[config.mk]
export PLATFORM = sky130hd
export DESIGN_NAME = flash_addr_sample_unit
export DESIGN_NICKNAME = d
export VERILOG_FILES = /design/src/rtl/flash_addr_sample_unit.sv
export SDC_FILE = /design/constraint.sdc
export NUM_CORES = 1
export LEC_CHECK = 0
export ABC_AREA = 1
export CAP_MARGIN = 40
export CELL_PAD_IN_SITES_DETAIL_PLACEMENT = 1
export CELL_PAD_IN_SITES_GLOBAL_PLACEMENT = 1
export CORE_MARGIN = 2
export CORE_UTILIZATION = 39
export CTS_CLUSTER_SIZE = 24
export DETAILED_ROUTE_END_ITERATION = 16
export PLACE_DENSITY_LB_ADDON = 0.1
export SYNTH_ARGS = -nofsm -noshare
export SYNTH_HDL_FRONTEND = slang
export SYNTH_SLANG_ARGS = --single-unit
[constraint.sdc]
create_clock -name clk -period 2.1 [get_ports clk]
set_input_delay 0.63 -clock clk [delete_from_list [all_inputs] [get_ports clk]]
set_output_delay 0.63 -clock clk [all_outputs]
set_load 0.005 [all_outputs]
[src/rtl/flash_addr_sample_unit.sv]
// Flash word-address counter plus 32-bit word to two 16-bit audio sample splitter.
// Define FLASH_ADDR_LOOP_EN to wrap the address at the song boundaries instead of stopping.
module flash_addr_sample_unit #(
  parameter int unsigned ADDR_W = 23,
  parameter logic [ADDR_W-1:0] START_ADDR = 23'h000000,
  parameter logic [ADDR_W-1:0] END_ADDR = 23'h07FFFF
) (
  input  logic              clk,
  input  logic              reset,
  input  logic              addr_reset_n,
  input  logic              inc_address,
  input  logic              direction,
  input  logic              flash_mem_readdatavalid,
  input  logic [31:0]       flash_mem_readdata,
  input  logic              sync_clk,
  output logic [ADDR_W-1:0] flash_mem_address,
  output logic [15:0]       audio_sample,
  output logic              sample_strobe,
  output logic              word_done,
  output logic              end_of_song,
  output logic              overrun
);

  typedef enum logic [1:0] {StEmpty, StFirst, StSecond} state_e;

  localparam logic [ADDR_W-1:0] AddrOne = {{(ADDR_W-1){1'b0}}, 1'b1};

  state_e            state_q, state_d;
  logic [ADDR_W-1:0] addr_q, addr_d;
  logic [31:0]       word_q, word_d;
  logic              rev_q, rev_d;
  logic [15:0]       sample_q, sample_d;
  logic              strobe_q, strobe_d;
  logic              word_done_q, word_done_d;
  logic              eos_q, eos_d;
  logic              overrun_q, overrun_d;

  always_comb begin
    state_d     = state_q;
    addr_d      = addr_q;
    word_d      = word_q;
    rev_d       = rev_q;
    sample_d    = sample_q;
    strobe_d    = 1'b0;
    word_done_d = 1'b0;
    overrun_d   = overrun_q;
`ifdef FLASH_ADDR_LOOP_EN
    eos_d       = 1'b0;
`else
    eos_d       = eos_q;
`endif
    if (!addr_reset_n) begin
      addr_d    = direction ? START_ADDR : END_ADDR;
      state_d   = StEmpty;
      eos_d     = 1'b0;
      overrun_d = 1'b0;
    end else begin
      if (inc_address) begin
`ifdef FLASH_ADDR_LOOP_EN
        if (direction) begin
          if (addr_q == END_ADDR) begin
            addr_d = START_ADDR;
            eos_d  = 1'b1;
          end else begin
            addr_d = addr_q + AddrOne;
          end
        end else begin
          if (addr_q == START_ADDR) begin
            addr_d = END_ADDR;
            eos_d  = 1'b1;
          end else begin
            addr_d = addr_q - AddrOne;
          end
        end
`else
        // Once the boundary is hit the counter is frozen until a restart.
        if (!eos_q) begin
          if (direction) begin
            if (addr_q == END_ADDR) eos_d = 1'b1;
            else addr_d = addr_q + AddrOne;
          end else begin
            if (addr_q == START_ADDR) eos_d = 1'b1;
            else addr_d = addr_q - AddrOne;
          end
        end
`endif
      end
      unique case (state_q)
        StEmpty: begin
          if (flash_mem_readdatavalid) begin
            word_d  = flash_mem_readdata;
            rev_d   = ~direction;
            state_d = StFirst;
          end
        end
        StFirst: begin
          if (sync_clk) begin
            sample_d = rev_q ? word_q[31:16] : word_q[15:0];
            strobe_d = 1'b1;
            state_d  = StSecond;
          end
          if (flash_mem_readdatavalid) overrun_d = 1'b1;
        end
        StSecond: begin
          if (sync_clk) begin
            sample_d    = rev_q ? word_q[15:0] : word_q[31:16];
            strobe_d    = 1'b1;
            word_done_d = 1'b1;
            state_d     = StEmpty;
          end
          if (flash_mem_readdatavalid) overrun_d = 1'b1;
        end
        default: state_d = StEmpty;
      endcase
    end
  end

  always_ff @(posedge clk or negedge reset) begin
    if (!reset) begin
      state_q     <= StEmpty;
      addr_q      <= START_ADDR;
      word_q      <= 32'h0;
      rev_q       <= 1'b0;
      sample_q    <= 16'h0;
      strobe_q    <= 1'b0;
      word_done_q <= 1'b0;
      eos_q       <= 1'b0;
      overrun_q   <= 1'b0;
    end else begin
      state_q     <= state_d;
      addr_q      <= addr_d;
      word_q      <= word_d;
      rev_q       <= rev_d;
      sample_q    <= sample_d;
      strobe_q    <= strobe_d;
      word_done_q <= word_done_d;
      eos_q       <= eos_d;
      overrun_q   <= overrun_d;
    end
  end

  assign flash_mem_address = addr_q;
  assign audio_sample      = sample_q;
  assign sample_strobe     = strobe_q;
  assign word_done         = word_done_q;
  assign end_of_song       = eos_q;
  assign overrun           = overrun_q;

endmodule

**Word level (Yosys, flattened, before mapping)**

Index checks and enable logic that the tools add are counted.

- Register bits: 78
- Latch bits: 0
- RAM bits: 0
- Bits in read-only memories: 0
- Input port bits: 39
- Output and inout port bits: 43
- Logic and storage cells: 66
- Memories: 0

- $add $sub $neg: 2
- Multiply operators: 0
- Divide/modulo/power cells: 0
- $lt $le $gt $ge: 0
- Equality and inequality tests: 14
- Shift operators: 0
- Multiplexer cells: 31
- Bitwise operators: 1
- Reductions and logical operators: 9

Operator list:

| kind | count |
|---|---|
| $mux W23 | 6 |
| $mux W16 | 4 |
| $pmux W16 S2 | 1 |
| $add A23 B1 Y23 const B | 1 |
| $eq A23 B19 Y1 const B | 1 |
| $logic_not A23 Y1 | 1 |
| $sub A23 B1 Y23 const B | 1 |
| $mux W19 | 1 |
| $ne A3 B3 Y1 const B | 5 |
| $mux W1 | 14 |
| $mux W2 | 4 |
| $ne A2 B2 Y1 const B | 4 |
| $reduce_and A4 Y1 | 2 |
| $pmux W2 S3 | 1 |
| $reduce_and A3 Y1 | 2 |
| $ne A2 B1 Y1 const B | 2 |
| $eq A2 B1 Y1 const B | 1 |
| $eq A2 B2 Y1 const B | 1 |
| $logic_not A2 Y1 | 1 |
| $reduce_and A2 Y1 | 1 |
| $reduce_bool A2 Y1 | 1 |
| $reduce_or A2 Y1 | 1 |
| $not A1 Y1 | 1 |

**Logic depth before layout (Yosys ltp)**

Gate-level depths: netlist of the first run.

- Depth after elaboration: 6
- Gate-level depth with buffers: 15
- Gate-level depth less buffers: 14

**Worst setup path after synthesis of the first run**

Ideal clock, no wire load.

- Path type: input to register
- Start point: input direction
- End point: register addr_q[6] (netlist: flash_mem_address[6])
- Library setup time: 0.116 ns
- Data arrival time: 2.329 ns
- Required time: 1.984 ns
- Setup slack: -0.345 ns
- Stages: 14
- Buffers on the path: 1
- Path through: clkbuf_2 inv_1 ha_1 nand2_1 nand2_1 inv_1 nand2_2 nand2_1 nand2_1 or2_1 nand3_1 nand2_1 nand2_1 nand2_1

- Word-level cells in the longest chain between the ends: 4
- Elaborated cells between the ends (all ways): 8
- Those cells by class: 2 x eq/ne; 5 x mux; 1 x reduce/logical

RTL lines:

| element | RTL line | RTL |
|---|---|---|
| from (decl) | 12 | `input logic direction,` |
| $mux W23 | 78 | `if (direction) begin` |
| $mux W23 | 77 | `if (!eos_q) begin` |
| $mux W23 | 58 | `if (inc_address) begin` |
| $mux W23 | 52 | `if (!addr_reset_n) begin` |
| to (signal assigned) | 131 | `addr_q <= addr_d;` |
| to (decl) | 29 | `logic [ADDR_W-1:0] addr_q, addr_d;` |

Several ways; a longest one is shown, not always the timed one. The select of a mux whose other input is x is not followed.
A chain may end at the register's enable or synchronous reset.

**Worst setup path in the final report of the first run**

- Start point: input direction
- End point: register addr_q[19] (netlist: flash_mem_address[19])

Same word-level chain as after synthesis.

==> results.txt, run 1 <==
The share of the cycle needed by the critical path after routing is 101.1%, and the number of cells on the worst reg-to-reg path is 11. Walking the worst path, the cells encountered are buf_8 -> clkinvlp_4 -> buf_6 -> buf_16 -> ha_4 -> nand2_4 -> nor2_4 -> buf_4 -> nand2_1 -> nand3b_1 -> nand3_1 -> nand2_1 -> nand3_2 -> nand2_1. Summing every instance area after synthesis gives 0.005115 mm². Total track usage: 27.45%. The worst hold path belongs to the class in2async. Measured along the y axis, the die boundary spans 118.5 µm. The highest attainable clock frequency is 470.9 MHz, and the number of DRC violations after detailed-routing iteration 0 is 234. At the later pin of the worst-skew pair, clock insertion delay measures 0.36 ns. In the routed design, unresolved DRC markers number 0. Setup repair after global routing could not meet its margin everywhere. The largest individual stage delay along the critical path comes from the cell sky130_fd_sc_hd__ha_4.

The design draws 8.537 mW. The mean area per synthesized cell was 7.307 µm². The count of flip-flops with a built-in enable after synthesis was 0; the count of buffers inserted at the top-level ports was 81. The routing usage on met2 came out at 48.56%. The wire length of the first global-routing pass is 30320 µm.

After synthesis, the netlist uses 33 different library cells. The post-detailed-route via-to-cell ratio was 5.153; the initial core utilization was 40.20%. Global routing used 4.971% of the available met3 tracks. The kind of cell with the highest combined delay along the critical path is simple AND/OR/NAND/NOR gates. The overflow left after global routing came out at 0.

The largest stage delay on the critical path was 0.32 ns. The async set-or-reset flop fraction in the synthesized netlist works out to 100.0%. After synthesis, flip-flops and latches occupy 38.16% of the total area.

The run gives 0 as the number of max-slew violations in the final report. The final reports fail on setup timing. For the total number of vias, the log shows 5246.

At the end of routability-driven placement, the weighted congestion stood at 0.8772. The via count of the first global-routing pass was 5807; the register bit total from synthesis was 78. The initial antenna violation count was 0; the largest net degree at the start of global routing was 36.

In this run the remaining antenna-violating nets after routing total 0. In the final timing run, aggregate negative setup slack is -0.06174 ns. The number of nets in the synthesized netlist was 765; the final-report hold violation count was 0. Transition time at the pin with the least slew margin: 0.4631 ns. Cell repeated most along the worst path: sky130_fd_sc_hd__nand2_1. The logs give -0.02341 ns for the final worst-path setup slack and 9 for the total CTS buffers. Detailed placement finished with a half-perimeter wire length of 12750 µm. The critical path runs through a total of 14 cells. The pre-antenna-repair detailed-routing pass consisted of 5 iterations.

The number of buffers and inverters on the critical path is 5. Most common cell after layout, fill and taps aside: sky130_fd_sc_hd__nand2_1. The area growth from synthesis to layout is 47.99%, and the number of warnings reported in the yosys synthesis log is 0. The filler cells instantiated in the layout total 1567.

In this run the worst path has a maximum fanout of 5. 82 I/O pins were placed. The run gives 3 as the H-tree depth. The tools report the area of the die as 0.01405 mm². Post-layout net count: 906. STA classifies the critical path endpoint as a flop. The total of max-cap violations came out at 0.

The die is 118.5 µm wide. Global routing consumed, on the met1 layer, 33.18% of the routing resources. TritonCTS built the clock tree. The average wire per cell in the routed design works out to 18.58 µm. The library cells used most frequently in the layout, excluding fill and tap cells, are 205 x sky130_fd_sc_hd__nand2_1, 80 x sky130_fd_sc_hd__inv_1, 79 x sky130_fd_sc_hd__clkdlybuf4s50_1, 76 x sky130_fd_sc_hd__dfrtp_1, 59 x sky130_fd_sc_hd__nor2_1. For the count of final setup violators, the log shows 3. The clock-pin slew reported for the worst setup and hold paths after clock tree synthesis is 0.07 ns, and the total power density per cell area is 1128 mW/mm². In this run the clock root is driven by a sky130_fd_sc_hd__clkbuf_16. The tools report the floorplan row count as 41. The start-to-end type of the worst setup path is in2reg. The worst setup path is launched from an input port.

The cts-stage hold buffer count is 0. For the clock sink count, the log shows 78. The total detailed-routing wirelength is 18910 µm, and the worst relative slew slack is 69.12%. The share of post-route cells with drive strength above 1 came out at 27.78%. In the synthesized netlist the dominant register cell turns out to be sky130_fd_sc_hd__dfrtp_1.

The leakage power figure is 3.611 nW. IR analysis of the VDD net gives a maximum drop of 0.4917 mV. The critical path data arrival time is 2.38 ns. The number of instances in the synthesized netlist is 700, and the maximum clock insertion buffer count is 2.

The floorplan step defined a core boundary enclosing 0.01272 mm². The flow ran to the end, but the final reports show violations. met2 is the most crowded layer.

The logs give 59.50% for the post-route core utilization and 0 for the number of inserted diodes. The clock arrives with 0.01100 ns of skew. Data on the critical path is required at its endpoint by 2.35 ns. The post-route minimum period came out at 2.123 ns.
==> sequential cells by signal (all words and copies together), names as in the netlist <==
signal,count
audio_sample,16
end_of_song,1
flash_mem_address,23
overrun,1
rev_q,1
sample_strobe,1
state_q,2
word_done,1
word_q,32
==> area by class of cell <==
| class | instances | area [µm²] | area share, % |
|---|---|---|---|
| sequential | 78 | 1954 | 25.82 |
| multi-input combinational | 516 | 3282 | 43.36 |
| timing repair buffer | 146 | 1476 | 19.50 |
| clock inverter | 6 | 71.32 | 0.9421 |
| tap | 172 | 215.2 | 2.843 |
| clock buffer | 10 | 229.0 | 3.025 |
| inverter | 90 | 341.6 | 4.512 |
==> final timing paths <==
kind / startpoint / to / slack, ns
max reg2reg: flash_mem_address[0]$_DFFE_PN0P_ / flash_mem_address[20]$_DFFE_PN0P_ / 0.16
max: direction / flash_mem_address[19]$_DFFE_PN0P_ / -0.02
min in group clk: word_q[0]$_DFFE_PN0P_ / word_q[0]$_DFFE_PN0P_ / 0.51
max in group asynchronous: reset / word_q[2]$_DFFE_PN0P_ / 1.24
min reg2reg: word_q[0]$_DFFE_PN0P_ / word_q[0]$_DFFE_PN0P_ / 0.51
min: reset / flash_mem_address[20]$_DFFE_PN0P_ / 0.21
==> power by group <==
group          leakage, nW  switching [mW]  internal (mW)
Sequential           0.931           0.486           2.11
Combinational         2.54            2.18           2.13
Clock                0.145           0.703          0.933
==> what timing repair did <==
item,in CTS,in global routing
endpoints found under the setup margin,21,20
pin swaps,14,37
gates cloned,3,0
resized for setup,63,73
setup buffers,2,3
endpoints found under the hold margin,0,0
==> cell families after synthesis <==
kind of cell | after synthesis | synth area share (%)
compound gates | 43 | 4.868
buf+inv | 106 | 8.561
flops | 78 | 38.16
mux | 31 | 6.825
xor+xnor | 6 | 1.027
simple gates | 410 | 34.05
fa+ha+maj | 26 | 6.507
==> layer usage <==
layer | routed length (µm) | part of all wire (%)
met4 | 530 | 2.8
met2 | 9693 | 51
met3 | 694 | 3.7
met5 | 0 | 0
met1 | 7996 | 42
==> synth_stat cells, types with 2 or more instances <==
| cell | count | share of area [%] |
|---|---|---|
| sky130_fd_sc_hd__nor3_1 | 3 | 0.29 |
| sky130_fd_sc_hd__xnor2_1 | 5 | 0.86 |
| sky130_fd_sc_hd__inv_1 | 89 | 6.5 |
| sky130_fd_sc_hd__o21ai_0 | 10 | 0.98 |
| sky130_fd_sc_hd__o21bai_1 | 2 | 0.29 |
| sky130_fd_sc_hd__buf_2 | 7 | 0.68 |
| sky130_fd_sc_hd__mux2_2 | 31 | 6.8 |
| sky130_fd_sc_hd__buf_6 | 3 | 0.66 |
| sky130_fd_sc_hd__nand2b_1 | 15 | 1.8 |
| sky130_fd_sc_hd__nand3_2 | 7 | 1.4 |
| sky130_fd_sc_hd__nor2_2 | 4 | 0.49 |
| sky130_fd_sc_hd__nand4_1 | 11 | 1.3 |
| sky130_fd_sc_hd__a31oi_1 | 15 | 1.8 |
| sky130_fd_sc_hd__nand3b_1 | 3 | 0.44 |
| sky130_fd_sc_hd__nand2_1 | 248 | 18 |
| sky130_fd_sc_hd__dfrtp_1 | 78 | 38 |
| sky130_fd_sc_hd__buf_4 | 2 | 0.29 |
| sky130_fd_sc_hd__a21oi_1 | 13 | 1.3 |
| sky130_fd_sc_hd__clkbuf_1 | 3 | 0.22 |
| sky130_fd_sc_hd__and2_1 | 2 | 0.24 |
| sky130_fd_sc_hd__nand3_1 | 40 | 3.9 |
| sky130_fd_sc_hd__ha_1 | 25 | 6.1 |
| sky130_fd_sc_hd__nor2_1 | 74 | 5.4 |
==> metrics by stage <==
| stage | hold WS [ns] | instance area (µm²) | worst slack [ns] | instances |
|---|---|---|---|---|
| after global placement | 0.4845 | 6608 | -0.8850 | 994 |
| after CTS | 0.2231 | 7315 | -0.04242 | 1015 |
| after floorplan | 0.3344 | 5166 | -0.3189 | 700 |
| after detailed placement | 0.4939 | 6608 | -0.9011 | 994 |
| after global routing | 0.2336 | 7570 | -0.1551 | 1018 |
| final | 0.2147 | 7570 | -0.02341 | 1018 |
(Power assumes the default switching activity.)
==> run 2: changes to the inputs <==
--- a/config.mk
+++ b/config.mk
@@ -9,6 +9,7 @@
 export CAP_MARGIN = 40
 export CELL_PAD_IN_SITES_DETAIL_PLACEMENT = 1
 export CELL_PAD_IN_SITES_GLOBAL_PLACEMENT = 1
+export CORE_ASPECT_RATIO = 1.75
 export CORE_MARGIN = 2
 export CORE_UTILIZATION = 39
 export CTS_CLUSTER_SIZE = 24
==> run 2 against run 1 <==
The run now ends clean. Highest routed layer unchanged. Critical path type is now reg2out. Clock-buffer cell count down 1. Critical path depth down 13. Fmax up 1.8%. Critical endpoint is now flash_mem_address[17].
==> results.txt, run 2 (synthesis gave the netlist of run 1 again) <==
In this run the worst path has a maximum fanout of 5. The share of the cycle needed by the critical path after routing was 99.37%; the peak ir drop on the vdd network was 0.5050 mV. Worst min-delay path category: in2async.

For the clock sink count, the log shows 78. For this configuration, the core starts out at a cell density of 39.75%. The remaining design rule violation count is 0, and the number of DRC violations after detailed-routing iteration 0 is 166. The pre-antenna-repair detailed-routing pass consisted of 4 iterations. Hold timing on the final database bottoms out at a slack of 0.1998 ns. Walking the worst path, the cells encountered are clkdlybuf4s50_1. The post-layout net count was 916; the overflow left after global routing was 0. The register with the most flip-flops is word_q. The largest stage delay on the critical path is 0.57 ns. Using the TritonRoute via totals, the vias-per-cell ratio works out to 5.351. The number of stages on the worst setup path works out to 1. Setup violations remaining at the end of the flow were counted as 0. Wires add up to 20930 µm. In the final routed layout, each cell accounts on average for 20.37 µm. The clock-pin slew reported for the worst setup and hold paths after clock tree synthesis works out to 0.07 ns. In this run the remaining antenna-violating nets after routing total 0. The vertical die dimension is 155.5 µm, and the initial antenna violation count is 0.

The run finished with clean final reports. The total number of vias was 5495; the routability congestion estimate was 0.9332. Dividing total power by cell area gives a power density of 1147 mW/mm². The wire length of the first global-routing pass came out at 31670 µm.

The slowest stage of the critical path is the sky130_fd_sc_hd__clkdlybuf4s50_1 cell. CTS placed an instance of sky130_fd_sc_hd__clkbuf_16 at the clock tree root. Total power for the finished layout comes to 8.901 mW. The cts-stage hold buffer count is 0, and the critical path data arrival time is 1.46 ns. The total track usage is 28.78%. The number of cells on the worst reg-to-reg path is 9, and the total of max-cap violations is 0. The run gives 1027 as the filler-free cell count of the finished design.

The critical path is of the reg2out type. The family with the most delay on the worst path is buffers and inverters. After detailed placement, the total cell area comes to 0.006649 mm². Leaving out fill and tap cells, the most frequent cell in the layout is sky130_fd_sc_hd__nand2_1. The initialized floorplan defines 55 standard-cell rows. The core region is 0.01287 mm². For the final-report hold violation count, the log shows 0. The total buffers and inverters traversed by the critical path is 1, and the transition time at the pin with the least slew margin is 0.5060 ns.

For this design the top-level I/O count stands at 82. The largest net degree at the start of global routing came out at 55. The kind of start point of the critical path is a flop.

For the highest attainable clock frequency, the log shows 479.2 MHz. The via count of the first global-routing pass came out at 6055. The die covers 0.01408 mm². The worst setup skew after layout came out at 0.009635 ns. The register with the most flip-flops in the layout has 32 of them.

The logs give 0.007757 mm² for the total non-filler cell area in the finished layout and 1002 for the post-placement cell count. TritonCTS built the clock tree. The logs give 66.27% for the worst relative slew slack and 14180 µm for the detailed placer's ending HPWL. The later-pin clock latency in the skew report is 0.35 ns, and the worst endpoint required time is 1.47 ns. The count of buffers added on input and output ports is 81.

Compared with the post-synthesis result, the final layout area differs by 51.66%. The width of the chip was 90.57 µm. The post-route minimum period is 2.087 ns. For the number of max-slew violations in the final report, the log shows 0. Clock tree synthesis inserted a total of 9 buffers. The clock tree synthesis step divided the H-tree into 3 levels. The number of antenna diodes in the final layout is 0. In the final layout, the share of cells above drive strength 1 is 30.84%. For the leakage power figure, the log shows 3.702 nW. In the layout the commonest cells are 192 x sky130_fd_sc_hd__nand2_1, 79 x sky130_fd_sc_hd__inv_1, 79 x sky130_fd_sc_hd__clkdlybuf4s50_1, 78 x sky130_fd_sc_hd__dfrtp_1, 65 x sky130_fd_sc_hd__buf_4. The longest clock path from root to sink contains 2 buffers. For this run, the share of the core covered by cells in the final layout is 60.28%. Type of element capturing the critical path: a primary output.
-- run 2: final timing paths --
| check | slack, ns | from | to |
|---|---|---|---|
| max | 0.01 | flash_mem_address[17]$_DFFE_PN0P_ | flash_mem_address[17] |
| min | 0.20 | reset | word_q[7]$_DFFE_PN0P_ |
| max reg2reg | 0.20 | flash_mem_address[17]$_DFFE_PN0P_ | flash_mem_address[12]$_DFFE_PN0P_ |
| min reg2reg | 0.51 | word_q[1]$_DFFE_PN0P_ | word_q[1]$_DFFE_PN0P_ |
| max in group asynchronous | 1.26 | reset | state_q[1]$_DFFE_PN0P_ |
| min in group clk | 0.51 | word_q[1]$_DFFE_PN0P_ | word_q[1]$_DFFE_PN0P_ |
-- run 2: metal layers --
metal	global-route usage, %	vias up	part of all wire (%)
li1	-	2514	-
met1	29.05	2762	35
met2	56.75	149	57
met3	3.245	70	2.9
met4	14.95	0	5.7
met5	0	-	0
-- run 2: final cells by class --
cell class                 instances  area [µm²]
tap                              171       214.0
inverter                          90       344.1
multi-input combinational        516        3446
clock inverter                     7       85.08
fill                            1567        5111
timing repair buffer             156        1491
clock buffer                       9       225.2
sequential                        78        1952
-- run 2: power by group --
part	leakage [nW]	switching [mW]	internal, mW
sequential	0.934	0.494	2.11
clock	0.153	0.734	0.950
combinational	2.62	2.38	2.24
-- run 2: metrics by stage --
step	setup slack [ns]	setup TNS, ns
5_1_grt	-0.04861	-0.2455
3_3_place_gp	-0.9266	-16.91
4_1_cts	0.004272	0
2_1_floorplan	-0.3189	-4.711
6_report	0.01329	0
3_5_place_dp	-0.9743	-17.43
-- run 2: repair_timing --
| action | CTS | global route |
|---|---|---|
| pin swaps | 10 | 43 |
| cloned | 1 | 0 |
| gates resized for setup | 80 | 90 |
| endpoints found under the setup margin | 23 | 20 |
| endpoints found under the hold margin | 0 | 0 |
| buffers inserted | 3 | 6 |
==> run 3: changes to the inputs <==
--- a/config.mk
+++ b/config.mk
@@ -11,10 +11,13 @@
 export CELL_PAD_IN_SITES_GLOBAL_PLACEMENT = 1
 export CORE_ASPECT_RATIO = 1.75
 export CORE_MARGIN = 2
-export CORE_UTILIZATION = 39
+export CORE_UTILIZATION = 46
 export CTS_CLUSTER_SIZE = 24
 export DETAILED_ROUTE_END_ITERATION = 16
+export DONT_BUFFER_PORTS = 1
+export GPL_TIMING_DRIVEN = 0
 export PLACE_DENSITY_LB_ADDON = 0.1
+export RECOVER_POWER = 25
 export SYNTH_ARGS = -nofsm -noshare
 export SYNTH_HDL_FRONTEND = slang
 export SYNTH_SLANG_ARGS = --single-unit
==> run 3 against run 2 <==
The run now ends with hold timing left. Combinational power shrank 31%. Clock skew shrank 0.0019 ns. Core utilization shrank 4.6 points. Sequential power grew 2%. Sequential share of layout area grew 6.8 points. Sequential cell count is the same. Register-to-register slack lost 0.12 ns. Design area shrank 21%.
==> results.txt, run 3 (synthesis gave the netlist of run 1 again) <==
The start-to-end type of the worst setup path is in2reg. The number of cells on the worst reg-to-reg path is 12, and the number of inserted diodes is 0. Area of the die: 0.01201 mm².

Layer with the highest usage: met2. The post-layout net count was 783. The signal on the critical path passes through clkbuf_16 -> clkinvlp_4 -> buf_12 -> ha_4 -> nand2_2 -> nor2_1 -> nand2_1 -> nand3b_1 -> nand3_1 -> nand2_1 -> nand3_2 -> nand2_1. TritonCTS built the clock tree.

Global routing consumed, on the met2 layer, 57.18% of the routing resources. Data arrives at the worst endpoint at 2.31 ns. The clock passes through at most 2 buffers. The number of fill cells is 1335. The run gives 0.003156 mm² as the area taken by multi-input logic gates. For the initial antenna violation count, the log shows 0. The peak fanout along the critical path was 11. The initial utilization of the core area, before any placement, comes to 46.60%.

The detailed router finished its first iteration with 160 violations. For the post-placement cell count, the log shows 832. The clock sink count was 78; the later-pin clock latency in the skew report was 0.35 ns. The worst setup path is captured at a flop.

For the total CTS buffers, the log shows 9. The total of max-cap violations is 0. The final sum of negative setup slack was 0 ns; the count of final setup violators was 0. Fraction of power spent switching nets: 41.22%. STA classifies the critical path startpoint as an input port. Using the TritonRoute via totals, the vias-per-cell ratio works out to 5.620. The tools report the filler-free cell count of the finished design as 855. The largest net degree at the start of global routing was 79; the floorplan row count was 51. Measured against its own limit, the worst slew margin works out to 67.93%. The run gives 27.28% as the met1 global-route usage. The library cells used most frequently in the layout, excluding fill and tap cells, are 228 x sky130_fd_sc_hd__nand2_1, 85 x sky130_fd_sc_hd__inv_1, 76 x sky130_fd_sc_hd__dfrtp_1, 61 x sky130_fd_sc_hd__nor2_1, 36 x sky130_fd_sc_hd__nand3_1. The final reports fail on hold timing. Of the cells placed in the final design, the portion with a size suffix greater than 1 is 21.44%.

The tools report the wire length of the first global-routing pass as 26340 µm. For the remaining design rule violation count, the log shows 0. For the number of ports placed on the die boundary, the log shows 82. The clock network fraction of total power was 21.8%.

The tools report the routability congestion estimate as 0.9751. First-pass iteration count of the detailed router: 4. The family with the most delay on the worst path was simple AND/OR/NAND/NOR gates.

The switching power total came out at 3.077 mW. For the setup slack of the worst register-to-register path, the log shows 0.08 ns. In this run the critical register-to-register path is captured at flash_mem_address[16]$_DFFE_PN0P_. The logs give -0.03135 ns for the worst hold slack after final layout and 0.006108 mm² for the total non-filler cell area in the finished layout. The leakage power figure is 2.985 nW. The run gives 0.001954 mm² as the flip-flop and latch area. Total number of vias: 4805. The register with the most flip-flops in the final layout is word_q. Port buffering added 0 buffers. Leaving out fill and tap cells, the most frequent cell in the layout is sky130_fd_sc_hd__nand2_1.

The wire-length estimate of the detail-placed layout is 12680 µm. The width of the chip was 83.71 µm. The total placed instance area came out at 0.005331 mm². The clock root buffer master was sky130_fd_sc_hd__clkbuf_16. For met3 alone, demand over resource in global routing was 3.504%. Compared with the post-synthesis result, the final layout area differs by 19.42%. The clock-pin slew reported for the worst setup and hold paths after clock tree synthesis came out at 0.07 ns.

The tools report the number of max-slew violations in the final report as 0. In this run the vertical extent of the chip is 143.5 µm. The launch point of the worst reg-to-reg path is flash_mem_address[0]$_DFFE_PN0P_. The share of the cycle needed by the critical path after routing came out at 98.38%. For this run, the slowest stage of the critical path takes 0.32 ns. The remaining antenna violation count was 0; the via count of the first global-routing pass was 5262. Among the stages of the critical path, the cell type that occurs most often is sky130_fd_sc_hd__nand2_1. The worst setup skew after layout is 0.007711 ns, and the worst endpoint required time is 2.35 ns. The worst-path cell with the longest stage delay is sky130_fd_sc_hd__ha_4. The placeable core region is 0.01098 mm², and the average wire per cell in the routed design is 20.59 µm.

IR analysis of the VDD net gives a maximum drop of 0.8150 mV. Combinational cells account for 42.7% of the total power. For the pin with the worst max-slew slack, the measured transition is 0.4795 ns.

Overall power consumption after layout is estimated at 7.465 mW. The H-tree was split into 3 levels. The routed design has 17610 µm of wire.

The register with the most flip-flops in the layout has 32 of them. Counting I/O delays and the setup requirement, the final critical path takes 2.066 ns. Static timing analysis puts the maximum clock frequency at 484.0 MHz. The flow ran to the end, but the final reports show violations. The number of stages on the worst setup path came out at 12.

Global routing consumed, over all layers together, 28.75% of the routing resources. The total power density per cell area was 1222 mW/mm²; the sequential share of power was 35.5%. The total buffers and inverters traversed by the critical path was 3; the final-report hold violation count was 78. The tightest min-delay check is of the in2async type. Summed over all layers, the global routing overflow is 0. The internal power came out at 4.388 mW.
==> run 3: cell types whose count changed in the layout (fill, tap and decap cells not counted), sizes merged <==
| cell | previous run | this run |
|---|---|---|
| inv | 94 | 91 |
| clkbuf | 9 | 14 |
| clkinv | 1 | 0 |
| clkdlybuf4s50 | 79 | 0 |
| buf | 77 | 18 |
| clkinvlp | 1 | 5 |
==> run 3: worst max path at each step <==
stage,from,slack [ns],endpoint
2_1_floorplan,direction,-0.32,flash_mem_address[6]$_DFFE_PN0P_
3_3_place_gp,direction,-1.0,flash_mem_address[17]$_DFFE_PN0P_
3_5_place_dp,direction,-1.04,flash_mem_address[17]$_DFFE_PN0P_
4_1_cts,direction,-0.03,flash_mem_address[19]$_DFFE_PN0P_
5_1_grt,direction,-0.09,flash_mem_address[19]$_DFFE_PN0P_
6_report,direction,0.03,flash_mem_address[19]$_DFFE_PN0P_
==> run 3: power by group through the flow <==
stage          Combinational, mW  Sequential (mW)  Clock, mW
3_5_place_dp                2.78             2.65          0
3_3_place_gp                2.60             2.59          0
6_report                    3.19             2.65       1.63
5_1_grt                     3.54             2.73       1.70
2_1_floorplan               2.10             2.46          0
4_1_cts                     2.92             2.63       1.65
==> run 3: layer usage <==
layer	wire (µm)	share of wire, %
met1	6072	34
met2	9811	56
met3	498	2.8
met4	1225	7.0
met5	0	0
==> run 3: repair_timing <==
item | CTS | global route
setup endpoints to repair | 22 | 21
pin swaps | 3 | 6
gates resized for setup | 25 | 68
gates cloned | 1 | 0
setup buffers | 5 | 1
endpoints found under the hold margin | 78 | 78
==> run 3: cell type report <==
cell class / instances / area share [%]
repair inverters: 1 / 0.1229
multi-input cells: 516 / 51.66
flip-flops and latches: 78 / 32.00
clock inverters: 6 / 1.147
inverters: 90 / 5.592
clock buffers: 10 / 3.748
well taps: 132 / 2.704
plain buffers: 16 / 2.028
repair buffers: 6 / 1.004
==> run 3: stage by stage <==
stage	utilization (%)	worst slack [ns]	hold slack, ns
floorplan	-	-0.3189	0.3344
global placement	48.58	-0.9978	0.3360
detailed placement	48.58	-1.041	0.3360
CTS	52.79	-0.02701	-0.03536
global route	55.65	-0.08636	-0.03434
finish	55.65	0.03406	-0.03135
